**config.mk**
```make
export PLATFORM = sky130hd
export DESIGN_NAME = song_sequencer
export DESIGN_NICKNAME = d
export VERILOG_FILES = /design/src/rtl/piano_pkg.sv /design/src/rtl/song_rom.sv /design/src/rtl/song_sequencer.sv
export SDC_FILE = /design/constraint.sdc
export NUM_CORES = 1
export LEC_CHECK = 0
export BUFFER_PORTS_ARGS = -buffer_cell sky130_fd_sc_hd__buf_2
export CELL_PAD_IN_SITES_DETAIL_PLACEMENT = 1
export CELL_PAD_IN_SITES_GLOBAL_PLACEMENT = 2
export CORE_MARGIN = 4
export CORE_UTILIZATION = 35
export CTS_BUF_LIST = sky130_fd_sc_hd__clkbuf_8
export CTS_CLUSTER_SIZE = 8
export DETAILED_ROUTE_END_ITERATION = 16
export HOLD_SLACK_MARGIN = 0.1
export PLACE_DENSITY = 0.9
export SETUP_SLACK_MARGIN = 0.05
export SYNTH_ARGS = -nofsm -noshare
export SYNTH_HDL_FRONTEND = slang
export SYNTH_SLANG_ARGS = --single-unit
```
**constraint.sdc**
```tcl
create_clock -name CLK -period 3.6 [get_ports CLK]
set_clock_uncertainty 0.15 [all_clocks]
set_input_delay 0.18 -clock CLK [delete_from_list [all_inputs] [get_ports CLK]]
set_output_delay 0.18 -clock CLK [all_outputs]
set_load 0.005 [all_outputs]
```
**src/rtl/piano_pkg.sv**
```systemverilog
// piano_pkg: shared note codes, LED patterns and ROM entry packing for the piano design
package piano_pkg;

    localparam int NOTE_W      = 4;
    localparam int ENTRY_DUR_W = 8;

    localparam logic [3:0] NOTE_C5   = 4'd0;
    localparam logic [3:0] NOTE_B    = 4'd1;
    localparam logic [3:0] NOTE_A    = 4'd2;
    localparam logic [3:0] NOTE_G    = 4'd3;
    localparam logic [3:0] NOTE_F    = 4'd4;
    localparam logic [3:0] NOTE_E    = 4'd5;
    localparam logic [3:0] NOTE_D    = 4'd6;
    localparam logic [3:0] NOTE_C4   = 4'd7;
    localparam logic [3:0] NOTE_NONE = 4'd8;
    localparam logic [3:0] NOTE_END  = 4'hF;

    localparam logic [7:0] LED_C5  = 8'h80;
    localparam logic [7:0] LED_B   = 8'h40;
    localparam logic [7:0] LED_A   = 8'h20;
    localparam logic [7:0] LED_G   = 8'h10;
    localparam logic [7:0] LED_F   = 8'h08;
    localparam logic [7:0] LED_E   = 8'h04;
    localparam logic [7:0] LED_D   = 8'h02;
    localparam logic [7:0] LED_C4  = 8'h01;
    localparam logic [7:0] LED_OFF = 8'h00;
    localparam logic [7:0] LED_BAD = 8'hFF;

    typedef enum logic [1:0] {ST_IDLE, ST_PLAY, ST_PAUSE} seq_state_t;

    // ROM entries are stored with a wide duration field; users truncate to their own width
    function automatic logic [NOTE_W+ENTRY_DUR_W-1:0] pack_entry(input logic [3:0] n, input logic [7:0] d);
        return {n, d};
    endfunction

    // Invalid codes light every LED so a corrupted table is obvious on the board
    function automatic logic [7:0] led_decode(input logic [3:0] n);
        case (n)
            NOTE_C5:   return LED_C5;
            NOTE_B:    return LED_B;
            NOTE_A:    return LED_A;
            NOTE_G:    return LED_G;
            NOTE_F:    return LED_F;
            NOTE_E:    return LED_E;
            NOTE_D:    return LED_D;
            NOTE_C4:   return LED_C4;
            NOTE_NONE: return LED_OFF;
            default:   return LED_BAD;
        endcase
    endfunction

endpackage

```
**src/rtl/song_rom.sv**
```systemverilog
// song_rom: combinational built-in song table, (song, step) -> {note, dur}
module song_rom import piano_pkg::*; #(
    parameter int SEL_W  = 2,
    parameter int STEP_W = 7,
    parameter int DUR_W  = 4
) (
    input  logic [SEL_W-1:0]  i_song,
    input  logic [STEP_W-1:0] i_step,
    output logic [3:0]        o_note,
    output logic [DUR_W-1:0]  o_dur
);

    logic [NOTE_W+ENTRY_DUR_W-1:0] w_entry;

    // Look up the entry; any song/step not listed reads back as an END marker
    always_comb begin
        w_entry = pack_entry(NOTE_END, 8'd0);
        case (int'(i_song))
            0: case (int'(i_step))
                0:  w_entry = pack_entry(NOTE_C4, 8'd1);
                1:  w_entry = pack_entry(NOTE_D,  8'd1);
                2:  w_entry = pack_entry(NOTE_E,  8'd1);
                3:  w_entry = pack_entry(NOTE_F,  8'd1);
                4:  w_entry = pack_entry(NOTE_G,  8'd1);
                5:  w_entry = pack_entry(NOTE_A,  8'd1);
                6:  w_entry = pack_entry(NOTE_B,  8'd1);
                7:  w_entry = pack_entry(NOTE_C5, 8'd1);
                8:  w_entry = pack_entry(NOTE_B,  8'd1);
                9:  w_entry = pack_entry(NOTE_A,  8'd1);
                10: w_entry = pack_entry(NOTE_G,  8'd1);
                11: w_entry = pack_entry(NOTE_F,  8'd1);
                12: w_entry = pack_entry(NOTE_E,  8'd1);
                13: w_entry = pack_entry(NOTE_D,  8'd1);
                14: w_entry = pack_entry(NOTE_C4, 8'd1);
                default: ;
            endcase
            1: case (int'(i_step))
                0: w_entry = pack_entry(NOTE_E, 8'd2);
                1: w_entry = pack_entry(NOTE_D, 8'd1);
                default: ;
            endcase
            2: case (int'(i_step))
                0: w_entry = pack_entry(NOTE_A,  8'd3);
                1: w_entry = pack_entry(NOTE_G,  8'd0);
                2: w_entry = pack_entry(NOTE_C5, 8'd2);
                default: ;
            endcase
            3: w_entry = pack_entry(4'(i_step) & 4'h7, 8'd1);
            default: ;
        endcase
    end

    assign o_note = w_entry[NOTE_W+ENTRY_DUR_W-1 -: NOTE_W];
    assign o_dur  = DUR_W'(w_entry[ENTRY_DUR_W-1:0]);

endmodule

```
**src/rtl/song_sequencer.sv**
```systemverilog
// song_sequencer: autoplay FSM stepping through ROM songs on beat ticks, driving note code and LEDs
module song_sequencer import piano_pkg::*; #(
    parameter int NUM_SONGS = 4,
    parameter int MAX_STEPS = 128,
    parameter int DUR_W     = 4,
    parameter int SEL_W     = (NUM_SONGS > 1) ? $clog2(NUM_SONGS) : 1,
    parameter int STEP_W    = (MAX_STEPS > 1) ? $clog2(MAX_STEPS) : 1
) (
    input  logic              CLK,
    input  logic              RESET,
    input  logic              QUARTER_BEAT,
    input  logic              START,
    input  logic              STOP,
    input  logic              PAUSE,
    input  logic              LOOP,
    input  logic [SEL_W-1:0]  SONG_SEL,
    output logic [3:0]        note,
    output logic [7:0]        Led,
    output logic              PLAYING,
    output logic              DONE,
    output logic [STEP_W-1:0] step
);

    seq_state_t        r_state;
    seq_state_t        w_state_n;
    logic [SEL_W-1:0]  r_song;
    logic [SEL_W-1:0]  w_song_n;
    logic [SEL_W-1:0]  w_sel;
    logic [SEL_W-1:0]  w_zero_song;
    logic [STEP_W-1:0] r_step;
    logic [STEP_W-1:0] w_step_n;
    logic [STEP_W:0]   w_next;
    logic [DUR_W-1:0]  r_rem;
    logic [DUR_W-1:0]  w_rem_n;
    logic [DUR_W-1:0]  w_next_dur;
    logic [DUR_W-1:0]  w_zero_dur;
    logic [DUR_W-1:0]  w_next_len;
    logic [DUR_W-1:0]  w_zero_len;
    logic [3:0]        r_cur;
    logic [3:0]        w_cur_n;
    logic [3:0]        w_next_note;
    logic [3:0]        w_zero_note;
    logic [3:0]        r_note;
    logic              r_playing;
    logic              r_done;
    logic              w_done_n;
    logic              w_end;

    // Out-of-range selections fall back to song 0
    assign w_sel       = (int'(SONG_SEL) >= NUM_SONGS) ? '0 : SONG_SEL;
    assign w_zero_song = START ? w_sel : r_song;
    assign w_next      = (STEP_W+1)'(r_step) + (STEP_W+1)'(1);
    assign w_next_len  = (w_next_dur == '0) ? DUR_W'(1) : w_next_dur;
    assign w_zero_len  = (w_zero_dur == '0) ? DUR_W'(1) : w_zero_dur;
    assign w_end       = (int'(w_next) == MAX_STEPS) || (w_next_note == NOTE_END);

    // Port for the entry after the current one
    song_rom #(.SEL_W(SEL_W), .STEP_W(STEP_W), .DUR_W(DUR_W)) u_rom_next (
        .i_song (r_song),
        .i_step (w_next[STEP_W-1:0]),
        .o_note (w_next_note),
        .o_dur  (w_next_dur)
    );

    // Port for entry 0, used on start and on loop-around
    song_rom #(.SEL_W(SEL_W), .STEP_W(STEP_W), .DUR_W(DUR_W)) u_rom_zero (
        .i_song (w_zero_song),
        .i_step ('0),
        .o_note (w_zero_note),
        .o_dur  (w_zero_dur)
    );

    // Next-state logic: STOP beats START beats PAUSE beats the beat tick
    always_comb begin
        w_state_n = r_state;
        w_song_n  = r_song;
        w_step_n  = r_step;
        w_rem_n   = r_rem;
        w_cur_n   = r_cur;
        w_done_n  = 1'b0;
        if (STOP) begin
            w_state_n = ST_IDLE;
            w_step_n  = '0;
            w_rem_n   = '0;
            w_cur_n   = NOTE_NONE;
        end else if (START) begin
            w_state_n = ST_PLAY;
            w_song_n  = w_sel;
            w_step_n  = '0;
            w_rem_n   = w_zero_len;
            w_cur_n   = w_zero_note;
        end else if (r_state == ST_PLAY) begin
            if (r_cur == NOTE_END || (QUARTER_BEAT && !PAUSE && r_rem <= DUR_W'(1) && w_end && !LOOP)) begin
                w_state_n = ST_IDLE;
                w_done_n  = 1'b1;
                w_step_n  = '0;
                w_rem_n   = '0;
                w_cur_n   = NOTE_NONE;
            end else if (PAUSE) begin
                w_state_n = ST_PAUSE;
            end else if (QUARTER_BEAT) begin
                w_rem_n  = (r_rem > DUR_W'(1)) ? r_rem - DUR_W'(1) : (w_end ? w_zero_len : w_next_len);
                w_step_n = (r_rem > DUR_W'(1)) ? r_step : (w_end ? '0 : w_next[STEP_W-1:0]);
                w_cur_n  = (r_rem > DUR_W'(1)) ? r_cur : (w_end ? w_zero_note : w_next_note);
            end
        end else if (r_state == ST_PAUSE && !PAUSE) begin
            w_state_n = ST_PLAY;
        end
    end

    // State and registered outputs; note is silenced outside PLAY and on an END entry
    always_ff @(posedge CLK) begin
        if (RESET) begin
            r_state   <= ST_IDLE;
            r_song    <= '0;
            r_step    <= '0;
            r_rem     <= '0;
            r_cur     <= NOTE_NONE;
            r_note    <= NOTE_NONE;
            r_playing <= 1'b0;
            r_done    <= 1'b0;
        end else begin
            r_state   <= w_state_n;
            r_song    <= w_song_n;
            r_step    <= w_step_n;
            r_rem     <= w_rem_n;
            r_cur     <= w_cur_n;
            r_note    <= (w_state_n == ST_PLAY && w_cur_n != NOTE_END) ? w_cur_n : NOTE_NONE;
            r_playing <= w_state_n != ST_IDLE;
            r_done    <= w_done_n;
        end
    end

    assign note    = r_note;
    assign Led     = led_decode(r_note);
    assign PLAYING = r_playing;
    assign DONE    = r_done;
    assign step    = r_step;

endmodule

```
==> impl_metrics.yaml <==
critical_path:
  crit_cells: 13
  slowest_stage: "or4_4"
  r2r_end: "Led[1]"
  worst_path_largest_cell_delay_ps: 430
  worstSetupPathType: "register to register"
  cp-start-kind: "register"
  arrival_ps: 3480
  setup.worst_path.end_class: "register"
  reg2reg_slack_ps: 130
  ff2ff_path_depth: 13
  path_buf_inv: 2
  path_max_fanout: 6
  crit_family: "compound AO/OA/AOI/OAI gates"
  cp.required_ps: 3610
  crit_chain: "ha_2 -> and3_2 -> buf_4 -> or4_4 -> a32oi_4 -> a21oi_2 -> o221ai_4 -> a21oi_2 -> o32ai_4 -> o2111ai_2 -> o311ai_2 -> buf_4 -> a21oi_1"
  reg2reg_from: "step[0]"
global_routing:
  grt_pass1_vias: 2458
  grt_pass1_wl_um: 12100
  grt_usage_pct: 17.5
  grt_max_degree: 20
  antenna_found_initial: 0
  grt_overflow: 0
clock_network:
  clk_pin_slew_ps: 80
  cts.root.buffer_cell: "clkbuf_8"
  cts.htree.levels: 2
  cts_made_buffers: 5
  cts_buffer_depth: 2
  clk_latency_ps: 290
  cts_sinks: 33
  cts_tree: "yes"
floorplanning:
  io_pins: 30
  core_area_um2: 6490
  die-area_um2: 8190
  start_util_pct: 36.7
  num_rows: 29
  dieWidth_um: 90.5
  die_h_um: 90.5
sta:
  finalMaxSlewViolations: 0
  fmax_mhz: 288
  rsz0062_at_grt: "yes"
  period_share_pct: 96.3
  max_slew_margin_pct: 55.5
  fin_crit_ps: 3470
  tightest_slew_ps: 664
  hold_violations: 0
  setup_viol: 0
min_path:
  whs_endpoint: "r_song[0]"
  min-delay-start: "STOP"
  worstHoldPathCells: 3
  hp-class: "primary input to register"
detailed_routing:
  wl_um: 7350
  drtAntennaViolNets: 0
  route.layer.met1.wl_um: 3530
  dr_wl_met2_um: 3590
  avgRoutedWirePerCell_um: 17.6
  first_pass_iters: 4
  wl_met3_um: 134
  drc: 0
  vias: 2432
  drtIter0Drc: 104
  route.top_layer_used: "met4"
  vias_per_cell: 5.83
yosys:
  synth_commonest_cells: "nor2_1, dfxtp_1, a21oi_1"
  synthMostInstantiatedCell: "nor2_1"
  ys_seq_area_share_pct: 27.7
  yosys.area.top_type_share_pct: 27.7
  synthCells: 298
  synthAdderAreaFrac_pct: 4.20
  synth_cell_type_count: 68
  synth.ff_latch_count: 33
  yosys-top-cells-area: "dfxtp_1, nor2_1, a21oi_1"
  synth_top_family_by_area: "compound AO/OA/AOI/OAI gates"
  synthFlopType: "dfxtp_1"
  syn_area_um2: 2380
  post_synth_xor_area_fraction_pct: 2.57
  ys_warn_count: 0
  async_flop_share_pct: 0
  synth_compound_area_share_pct: 31.1
  synth-simple-area-share_pct: 25.7
  synth_mux_area_share_pct: 2.15
  postSynthAreaPerCell_um2: 7.99
  yosys.area.top_type: "dfxtp_1"
  synth_nets: 315
  synth_edf_count: 0
layout:
  postLayoutCoreUtil_pct: 44.9
  nets: 356
  area_growth_pct: 22.4
  n_antenna_cell: 0
  layout-drive-gt1-share_pct: 27.4
place:
  gp_congestion: 0.876
  dp_hpwl_um: 5300
  io_buffers: 29
power_and_ir_drop:
  power_w: 0.000887
  p_sw_w: 0.000233
  clock_power_share_pct: 41.6
  combPwrFrac_pct: 15.4
  internal_power_w: 0.000653
  ir_worst_vdd_uv: 177
  power.density_nw_per_um2: 304
  total_leakage_power_nw: 1.12
  switching_share_pct: 26.3
  pwr-share-seq_pct: 43.0
outcome:
  status: "complete, no violations"
run:
  drv_cap: 0
layout by cell type, fill, tap and decap left out, types with 3 or more instances in the layout:
| cell | count |
|---|---|
| a21oi_1 | 26 |
| a21oi_2 | 3 |
| a31oi_1 | 3 |
| and3_1 | 3 |
| buf_2 | 29 |
| buf_4 | 20 |
| clkbuf_8 | 6 |
| dfxtp_1 | 33 |
| ha_1 | 6 |
| inv_1 | 11 |
| mux2i_1 | 4 |
| nand2_1 | 19 |
| nand2b_1 | 3 |
| nand3_1 | 11 |
| nor2_1 | 38 |
| nor3_1 | 8 |
| o21ai_0 | 17 |
| o31a_1 | 3 |
| o32a_1 | 5 |
| or3_1 | 8 |
| xnor2_1 | 5 |
worst max path at each step:
stage          slack, ps    start     end
2_1_floorplan        370  step[1]  Led[6]
3_3_place_gp         100  step[0]  Led[7]
3_5_place_dp         -30  step[1]  Led[1]
4_1_cts               60  step[1]  Led[1]
5_1_grt               -8  step[0]  Led[2]
6_report             130  step[0]  Led[1]
metal layers:
metal | global-route usage [%] | vias up
li1 | - | 1184
met1 | 23.1 | 1212
met2 | 29.6 | 26
met3 | 2.25 | 10
met4 | 5.10 | 0
met5 | 0 | -
stage by stage:
step                      instance area [um^2]  worst slack (ps)  cells  TNS, ps  hold slack [ps]
after floorplan                           2380               366    298        0              217
after global placement                    2650              95.2    404        0              352
after CTS                                 2780              55.6    413        0              190
after global routing                      2920             -7.58    417    -17.6              248
after detailed placement                  2650             -27.4    404    -50.7              362
final                                     2920               132    417        0              229
cell families (layout without fill, tap and decap cells):
group	Yosys count	count (layout)
multiplexers	5	5
flip-flops	33	33
adder cells (fa/ha/maj)	8	8
AO/OA/AOI/OAI	97	97
AND/OR/NAND/NOR	119	119
XOR/XNOR	7	7
buffers and inverters	29	71
power by group through the flow:
stage | logic, W | registers, W | clock network (W)
2_1_floorplan | 0.0000882 | 0.000387 | 0
3_3_place_gp | 0.000121 | 0.000389 | 0
3_5_place_dp | 0.000123 | 0.000389 | 0
4_1_cts | 0.000127 | 0.000381 | 0.000377
5_1_grt | 0.000151 | 0.000382 | 0.000390
6_report | 0.000137 | 0.000381 | 0.000369
worst min-delay path, stage by stage:
cell	delay (ps)
buf_2	220
a21oi_1	170
nor2_1	50
sequential cells by signal (all words and copies together) (netlist names):
| name | cells |
|---|---|
| r_cur | 4 |
| r_rem | 4 |
| PLAYING | 1 |
| DONE | 1 |
| Led | 8 |
| r_state | 2 |
| note | 4 |
| step | 7 |
| r_song | 2 |
what timing repair did:
action                                  4_1_cts  5_1_grt
hold endpoints to repair                      6        0
endpoints found under the setup margin        5       19
pin swaps                                     1        4
gates cloned                                  0        1
hold buffers                                  1        0
resized for setup                             2       21
buffers inserted                              0        3
area by class of cell:
class	count	area (um^2)
fillers	778	3580
inverters	11	41.3
well taps	77	96.3
multi-input cells	236	1670
clock inverters	2	37.5
flip-flops and latches	33	661
repair buffers	52	328
clock buffers	6	82.6
No activity file was read; power rests on OpenSTA's default activity.
